`config.mk`:
```
export PLATFORM = sky130hd
export DESIGN_NAME = imem_boot_loader
export DESIGN_NICKNAME = d
export VERILOG_FILES = /design/src/rtl/imem_boot_loader.sv
export SDC_FILE = /design/constraint.sdc
export NUM_CORES = 1
export LEC_CHECK = 0
export CAP_MARGIN = 40
export CORE_UTILIZATION = 50
export CTS_CLUSTER_SIZE = 10
export DETAILED_ROUTE_END_ITERATION = 6
export PLACE_DENSITY = 0.79
export SKIP_LAST_GASP = 1
export SYNTH_ARGS = -nofsm -noshare
export SYNTH_HDL_FRONTEND = slang
export SYNTH_SLANG_ARGS = --single-unit
```
`constraint.sdc`:
```
create_clock -name i_clk -period 2.5 [get_ports i_clk]
set_clock_uncertainty 0.15 [all_clocks]
set_input_delay 0.25 -clock i_clk [delete_from_list [all_inputs] [get_ports i_clk]]
set_output_delay 0.25 -clock i_clk [all_outputs]
set_load 0.05 [all_outputs]
```
`src/rtl/imem_boot_loader.sv`:
```
// Boot loader: assembles a little-endian byte stream into words, writes them to
// instruction memory, and holds the core in reset until the requested count is loaded.
module imem_boot_loader #(
    parameter int DATA_WIDTH = 32,
    parameter int ADDR_WIDTH = 8
) (
    input  logic                  i_clk,
    input  logic                  i_rst,
    input  logic                  i_start,
    input  logic [ADDR_WIDTH:0]   i_num_words,
    input  logic                  i_byte_valid,
    input  logic [7:0]            i_byte,
    output logic                  o_byte_ready,
    output logic                  o_mem_we,
    output logic [ADDR_WIDTH-1:0] o_mem_waddr,
    output logic [DATA_WIDTH-1:0] o_mem_wdata,
    input  logic [ADDR_WIDTH-1:0] i_cpu_pc,
    output logic [ADDR_WIDTH-1:0] o_mem_raddr,
    output logic                  o_cpu_rst,
    output logic                  o_busy,
    output logic                  o_done,
    output logic                  o_err
);

    localparam logic [ADDR_WIDTH:0] MAX_WORDS = (ADDR_WIDTH+1)'(1) << ADDR_WIDTH;

    typedef enum logic [1:0] {S_IDLE, S_RECV, S_WRITE, S_DONE} state_t;

    state_t                r_state;
    state_t                w_next_state;
    logic [1:0]            r_byte_cnt;
    logic [ADDR_WIDTH-1:0] r_word_cnt;
    logic [ADDR_WIDTH:0]   r_count;
    logic [DATA_WIDTH-1:0] r_asm;
    logic [ADDR_WIDTH-1:0] r_waddr;
    logic [DATA_WIDTH-1:0] r_wdata;
    logic                  r_err;

    logic w_can_start;
    logic w_legal;
    logic w_start_ok;
    logic w_start_bad;
    logic w_accept;
    logic w_last_byte;
    logic w_last_word;

    assign w_can_start = (r_state == S_IDLE) || (r_state == S_DONE);
    assign w_legal     = (i_num_words != '0) && (i_num_words <= MAX_WORDS);
    assign w_start_ok  = w_can_start && i_start && w_legal;
    assign w_start_bad = w_can_start && i_start && !w_legal;
    assign w_accept    = (r_state == S_RECV) && i_byte_valid;
    assign w_last_byte = (r_byte_cnt == 2'd3);
    // Compared in ADDR_WIDTH+1 bits so a full-memory count never needs word_cnt to wrap.
    assign w_last_word = ({1'b0, r_word_cnt} == (r_count - 1'b1));

    always_ff @(posedge i_clk) begin
        if (i_rst) begin
            r_state <= S_IDLE;
        end else begin
            r_state <= w_next_state;
        end
    end

    always_comb begin
        w_next_state = r_state;
        case (r_state)
            S_IDLE:  if (w_start_ok) w_next_state = S_RECV;
            S_RECV:  if (w_accept && w_last_byte) w_next_state = S_WRITE;
            S_WRITE: w_next_state = w_last_word ? S_DONE : S_RECV;
            S_DONE:  if (w_start_ok) w_next_state = S_RECV;
            default: w_next_state = S_IDLE;
        endcase
    end

    always_comb begin
        o_byte_ready = 1'b0;
        o_mem_we     = 1'b0;
        o_busy       = 1'b0;
        o_done       = 1'b0;
        o_cpu_rst    = 1'b1;
        case (r_state)
            S_RECV: begin
                o_byte_ready = 1'b1;
                o_busy       = 1'b1;
            end
            S_WRITE: begin
                o_mem_we = 1'b1;
                o_busy   = 1'b1;
            end
            S_DONE: begin
                o_done    = 1'b1;
                o_cpu_rst = 1'b0;
            end
            default: ;
        endcase
    end

    always_ff @(posedge i_clk) begin
        if (i_rst) begin
            r_byte_cnt <= '0;
            r_word_cnt <= '0;
            r_count    <= '0;
            r_asm      <= '0;
            r_waddr    <= '0;
            r_wdata    <= '0;
            r_err      <= 1'b0;
        end else begin
            r_err <= w_start_bad;
            if (w_start_ok) begin
                r_count    <= i_num_words;
                r_byte_cnt <= '0;
                r_word_cnt <= '0;
                r_asm      <= '0;
            end
            if (w_accept) begin
                r_asm[{r_byte_cnt, 3'b000} +: 8] <= i_byte;
                r_byte_cnt                       <= r_byte_cnt + 2'd1;
                // Write-port registers load only here so they hold outside WRITE.
                if (w_last_byte) begin
                    r_waddr <= r_word_cnt;
                    r_wdata <= {i_byte, r_asm[DATA_WIDTH-9:0]};
                end
            end
            if ((r_state == S_WRITE) && !w_last_word) begin
                r_word_cnt <= r_word_cnt + 1'b1;
            end
        end
    end

    assign o_mem_waddr = r_waddr;
    assign o_mem_wdata = r_wdata;
    assign o_err       = r_err;
    assign o_mem_raddr = o_cpu_rst ? '0 : i_cpu_pc;

endmodule

```
Yosys cells after proc, flatten, opt, wreduce, memory -nomap -nowiden
Index checks and enable logic that the tools add are counted.
- register bits: 94
- word-level logic and storage cells: 58
- output and inout bits: 54
- equal/unequal tests: 7
- $lt $le $gt $ge: 1
- add/subtract/negate cells: 4
- shifts and indexed selects: 2
- muxes and demuxes: 18
- reductions and logical operators: 18
- operators with widths (operator ; count):
    two-way mux 32 bit ; 3
    bitwise mux 32 bit ; 1
    variable shift 8 x 7 -> 32 bit, first input constant ; 1
    variable part select 8 x 7 -> 32 bit ; 1
    two-way mux 8 bit ; 3
    two-way mux 2 bit ; 5
    equality test 8 x 9 -> 1 bit ; 1
    <= comparator 9 bit, second input constant ; 1
    nonzero test 9 bit ; 1
    subtractor 9 x 1 -> 9 bit, second input constant ; 1
    adder 8 x 1 -> 8 bit, second input constant ; 1
    logical AND 1 bit ; 7
    negation 5 -> 7 bit ; 1
    equality test 2 bit, second input constant ; 3
    case mux 2 bit (3 select lines) ; 1
    two-way mux 1 bit ; 5
    != test 2 x 1 -> 1 bit, second input constant ; 2
    AND reduction 2 bit ; 2
    nonzero test 2 bit ; 2
    OR reduction 2 bit ; 2
    adder 2 x 1 -> 2 bit, second input constant ; 1
    equality test 2 x 1 -> 1 bit, second input constant ; 1
    zero test 1 bit ; 2
    zero test 2 bit ; 1
    logical OR 1 bit ; 1

Longest topological paths before layout
- depth in word-level cells: 8
- mapped depth: 9
- gate-level depth less buffers: 8

Worst setup path after synthesis
OpenSTA, ideal clock, no wires.
- kind: reg2reg
- from: register r_state[0]
- to: register r_asm[10]
- data arrival time: 2.364 ns
- stages on the path, launching flop included: 8
- slack: -0.081 ns
- required time: 2.283 ns
- setup time: 0.067 ns
- cell sequence: dfxtp_1 > ha_1 > and2_1 > buf_4 > nand2_1 > nor4b_1 > a22oi_1 > nor2_1
- word-level cells in the longest chain between the ends: 8
- RTL lines (element ; line ; text):
    start, declared ; 29 ; state_t r_state;
    start signal, assigned ; 60 ; r_state <= w_next_state;
    equality test 2 bit / zero test 2 bit (equally long branches) ; 47 ; assign w_can_start = (r_state == S_IDLE) || (r_state == S_DONE);
    logical OR 1 bit ; 47 ;
    logical AND 1 bit (2 in series) ; 49 ; assign w_start_ok = w_can_start && i_start && w_legal;
    two-way mux 32 bit ; 109 ; if (w_start_ok) begin
    two-way mux 32 bit ; 99 ; if (i_rst) begin
    bitwise mux 32 bit ; 116 ; r_asm[{r_byte_cnt, 3'b000} +: 8] <= i_byte;
    two-way mux 32 bit (*) ; 115 ; if (w_accept) begin
    end signal, assigned by index ; 116 ;
    end, declared ; 34 ; logic [DATA_WIDTH-1:0] r_asm;
Mark *: on every way between the ends. The rest lies on a longest branch, timed or not. The select of a mux whose other input is x is not followed.
A chain may end at the register's enable or synchronous reset.

Final worst setup path
- from: register r_state[0]
- to: output o_busy
- word-level cells in the longest chain between the ends: 3
- RTL lines (element ; line ; text):
    equality test 2 x 1 -> 1 bit / equality test 2 bit (equally long branches) ; 81 ; case (r_state)
    OR reduction 2 bit (no line) (*) ; n/a ;
    two-way mux 1 bit (*) ; 81 ;
    end, declared ; 20 ; output logic o_busy,
Mark *: on every way between the ends. The rest lies on a longest branch, timed or not.

==> metrics.txt <==
pwr/cell area=between 700 and 800 nW/um^2; Comb pwr share=between 30% and 40%; Final Wtd Congestion=0.856; xor/xnor share of the synthesized area=1.61%; Worst Tran Pin Value=about 600 ps; Finished Cell Area=between 4000 and 5000 sq um; Cell variety after synth=55; r2r setup slk=180 ps; Internal=approximately 2.3 mW; reg2reg start=r_count[2]; Worst setup SP type=flop; ANT nets after route=0; root buffer cell=clkbuf_8; type of the worst setup path=flop to primary output; Critical Path RT=about 2100 ps; DRC violations left=0; final hold viol count=0; RSZ-0062 raised after global routing=true; YS warnings=0; cell area after synthesis=3800 sq um; clock tree sinks=86; post-synthesis mux area share=2.11%; Worst IR Drop VDD=396 uV; cts bufs inserted=9; Arr. time, crit path=2000 ps; placed cell count=approximately 620; input/output buffers=82; dpl hpwl=6390 um; Max Slew Vio Count=0; total core area=7290 sq um; # fillers=610; Routed WL=8920 um; Skew-Pair Late Insertion Delay=340 ps; P_leak=1.91 nW; max_slew headroom=58.9%; switching portion of total power=35.3%; cell depth of the worst flop-to-flop path=6; Cells after Synth=approximately 440; largest net degree at the start of global routing=57; CTS tree=yes; critical path endpoint category=primary output; gr ovfl total=0; initial antenna violation count=0; sequential share of power=between 40% and 50%; vias in the first global route=3101; Synth Area in Simple Gates=22.9%; largest family of logic cells by synthesized area=simple AND/OR/NAND/NOR gates; Synth Area in Compound Gates=a little under a fifth; die width=89.2 um; H-tree lvl count=3; final worst-path cycle share=95.8%; Die Area=7950 sq um; First DRT Iteration DRCs=249; fmax=0.418 GHz; worst min path class=primary input to flop; # diodes=0; Pre-antenna DRT Iters=5; outcome=finished, final reports clean; met2 usage=38.4%; Final Non-Filler Cells=~630; top_reg_cell synth=dfxtp_1; Post-synth EDFFs=0; Initial Utilization=52.1%; Max Cap Viol=0; io pins=83; Placed Area=between 4000 and 5000 sq um; global-route wire length before repair=14200 um; wire length per cell=14.1 um; Die H=89.2 um; Hold EP=r_count[3]; Seq/Total Area, Yosys=45.3%; clock network power share=26.2%; worst-case clock buffer depth=2; nets@finish=about 570; Synth Area in Adders=3.62%; met1 Track Usage GR=30.1%; min-delay src=i_rst; layout cells sized above 1=approximately a tenth; final setup violation count=0; clk slew on worst S/H paths=90 ps; grt met3 use=4.25%; vias per cell=5.45; Syn Area/Cell=8.55 sq um; Yosys reg bits=86; busiest grt layer=met2; reg-to-reg critical path endpoint=r_word_cnt[2]; row cnt=31; crit path time final=2400 ps; CP max FO=5; total nets after synthesis=484; Area growth syn-to-layout=30.6%; total net switching power=1.24 mW; via count=3448; GRT Util Overall=23.1%; worst hold stages=2; Post-synth ARST share=0%
metal layers:
layer | part of all wire [%] | wire [um] | vias to the layer above
li1 | - | - | 1697
met4 | 1.7 | 154 | 0
met1 | 45 | 3980 | 1622
met3 | 5.5 | 491 | 13
met5 | 0 | 0 | -
met2 | 48 | 4290 | 116
kinds of logic (layout without fill, tap and decap cells):
kind of cell,count (synthesis),count (layout)
compound gates,107,108
xor+xnor,7,7
fa+ha+maj,11,11
buf+inv,38,127
flops,86,86
mux,8,8
simple gates,187,187
area by class of cell:
class	count	area, sq um	share of cell area [%]
Sequential cell	86	1720	34.7
Inverter	9	33.8	0.681
Clock buffer	10	138	2.78
Tap cell	99	124	2.50
Timing Repair Buffer	102	995	20.1
Clock inverter	6	52.6	1.06
Multi-Input combinational cell	321	1890	38.2
layout by cell type (no fill, tap or decap), drive strengths merged, types with 3 or more instances in the layout:
cell and n:
nand3 5, nand4 10, mux2i 8, xnor2 5, dlymetal6s2s 7, o22ai 7
dfxtp 86, nor2b 3, buf 21, o21ai 5, a22oi 25, a21oi 53
inv 12, nor3 6, and2 14, clkdlybuf4s50 73, nand2 93, clkbuf 10
nor2 42, ha 11, and3 3
state kept, by name (all words and copies together), names as in the netlist:
name	cells
o_mem_wdata	32
r_count	9
r_word_cnt	8
o_mem_waddr	8
r_asm	24
r_state	2
o_err	1
r_byte_cnt	2
worst max-delay path: stages, from the launching register on:
cell,delay (ps)
dfxtp_1,410
inv_1,70
ha_1,330
inv_1,60
clkdlybuf4s50_1,790
synthesized netlist by cell type, types with 4 or more instances:
library cell  number  share of area, %
nand2_1           93               9.2
dfxtp_1           86                45
a21oi_1           53               7.0
nor2_1            42               4.2
a22oi_1           24               4.7
clkbuf_1          16               1.6
and2_1            13               2.1
ha_1              11               3.6
inv_1              9              0.89
nand4_1            9               1.5
mux2i_1            8               2.1
o22ai_1            7               1.2
nand3_1            5              0.66
nor3_1             5              0.66
xnor2_1            5               1.2
o21ai_0            4              0.53
worst max path at each step:
stage	startpoint	end	slack [ps]	cells after the start
6_report	r_state[0]	o_busy	100	4
5_1_grt	r_count[1]	r_word_cnt[6]	-10	9
4_1_cts	r_state[0]	o_mem_raddr[3]	3	3
3_5_place_dp	i_num_words[4]	r_asm[18]	-90	7
3_3_place_gp	i_num_words[4]	r_asm[23]	-40	7
2_1_floorplan	r_state[0]	r_asm[0]	210	7
power by group through the flow:
stage	clock, mW	sequential (mW)	combinational [mW]
2_1_floorplan	0	1.52	0.786
3_3_place_gp	0	1.52	1.02
3_5_place_dp	0	1.52	1.04
4_1_cts	0.935	1.49	1.05
5_1_grt	0.995	1.50	1.19
6_report	0.921	1.49	1.10
stage by stage:
stage | total power, mW | util [%] | hold WS, ps | setup TNS, ps | worst slack, ps
4_1_cts | 3.47 | 67.3 | 239 | 0 | 2.94
3_5_place_dp | 2.57 | 64.7 | 297 | -1370 | -94.7
5_1_grt | 3.69 | 68.0 | 273 | -12.0 | -12.0
6_report | 3.51 | 68.0 | 249 | 0 | 105
3_3_place_gp | 2.54 | 64.7 | 292 | -407 | -35.4
2_1_floorplan | 2.31 | - | 236 | 0 | 206
what timing repair did:
item | 4_1_cts | 5_1_grt
endpoints found under the setup margin | 1 | 16
endpoints found under the hold margin | 0 | 0
resized for setup | 1 | 11
pin swaps | 0 | 1
buffers inserted | 0 | 0
hold buffers | 0 | 0
gates cloned | 0 | 1
No activity file was read; power rests on OpenSTA's default activity.
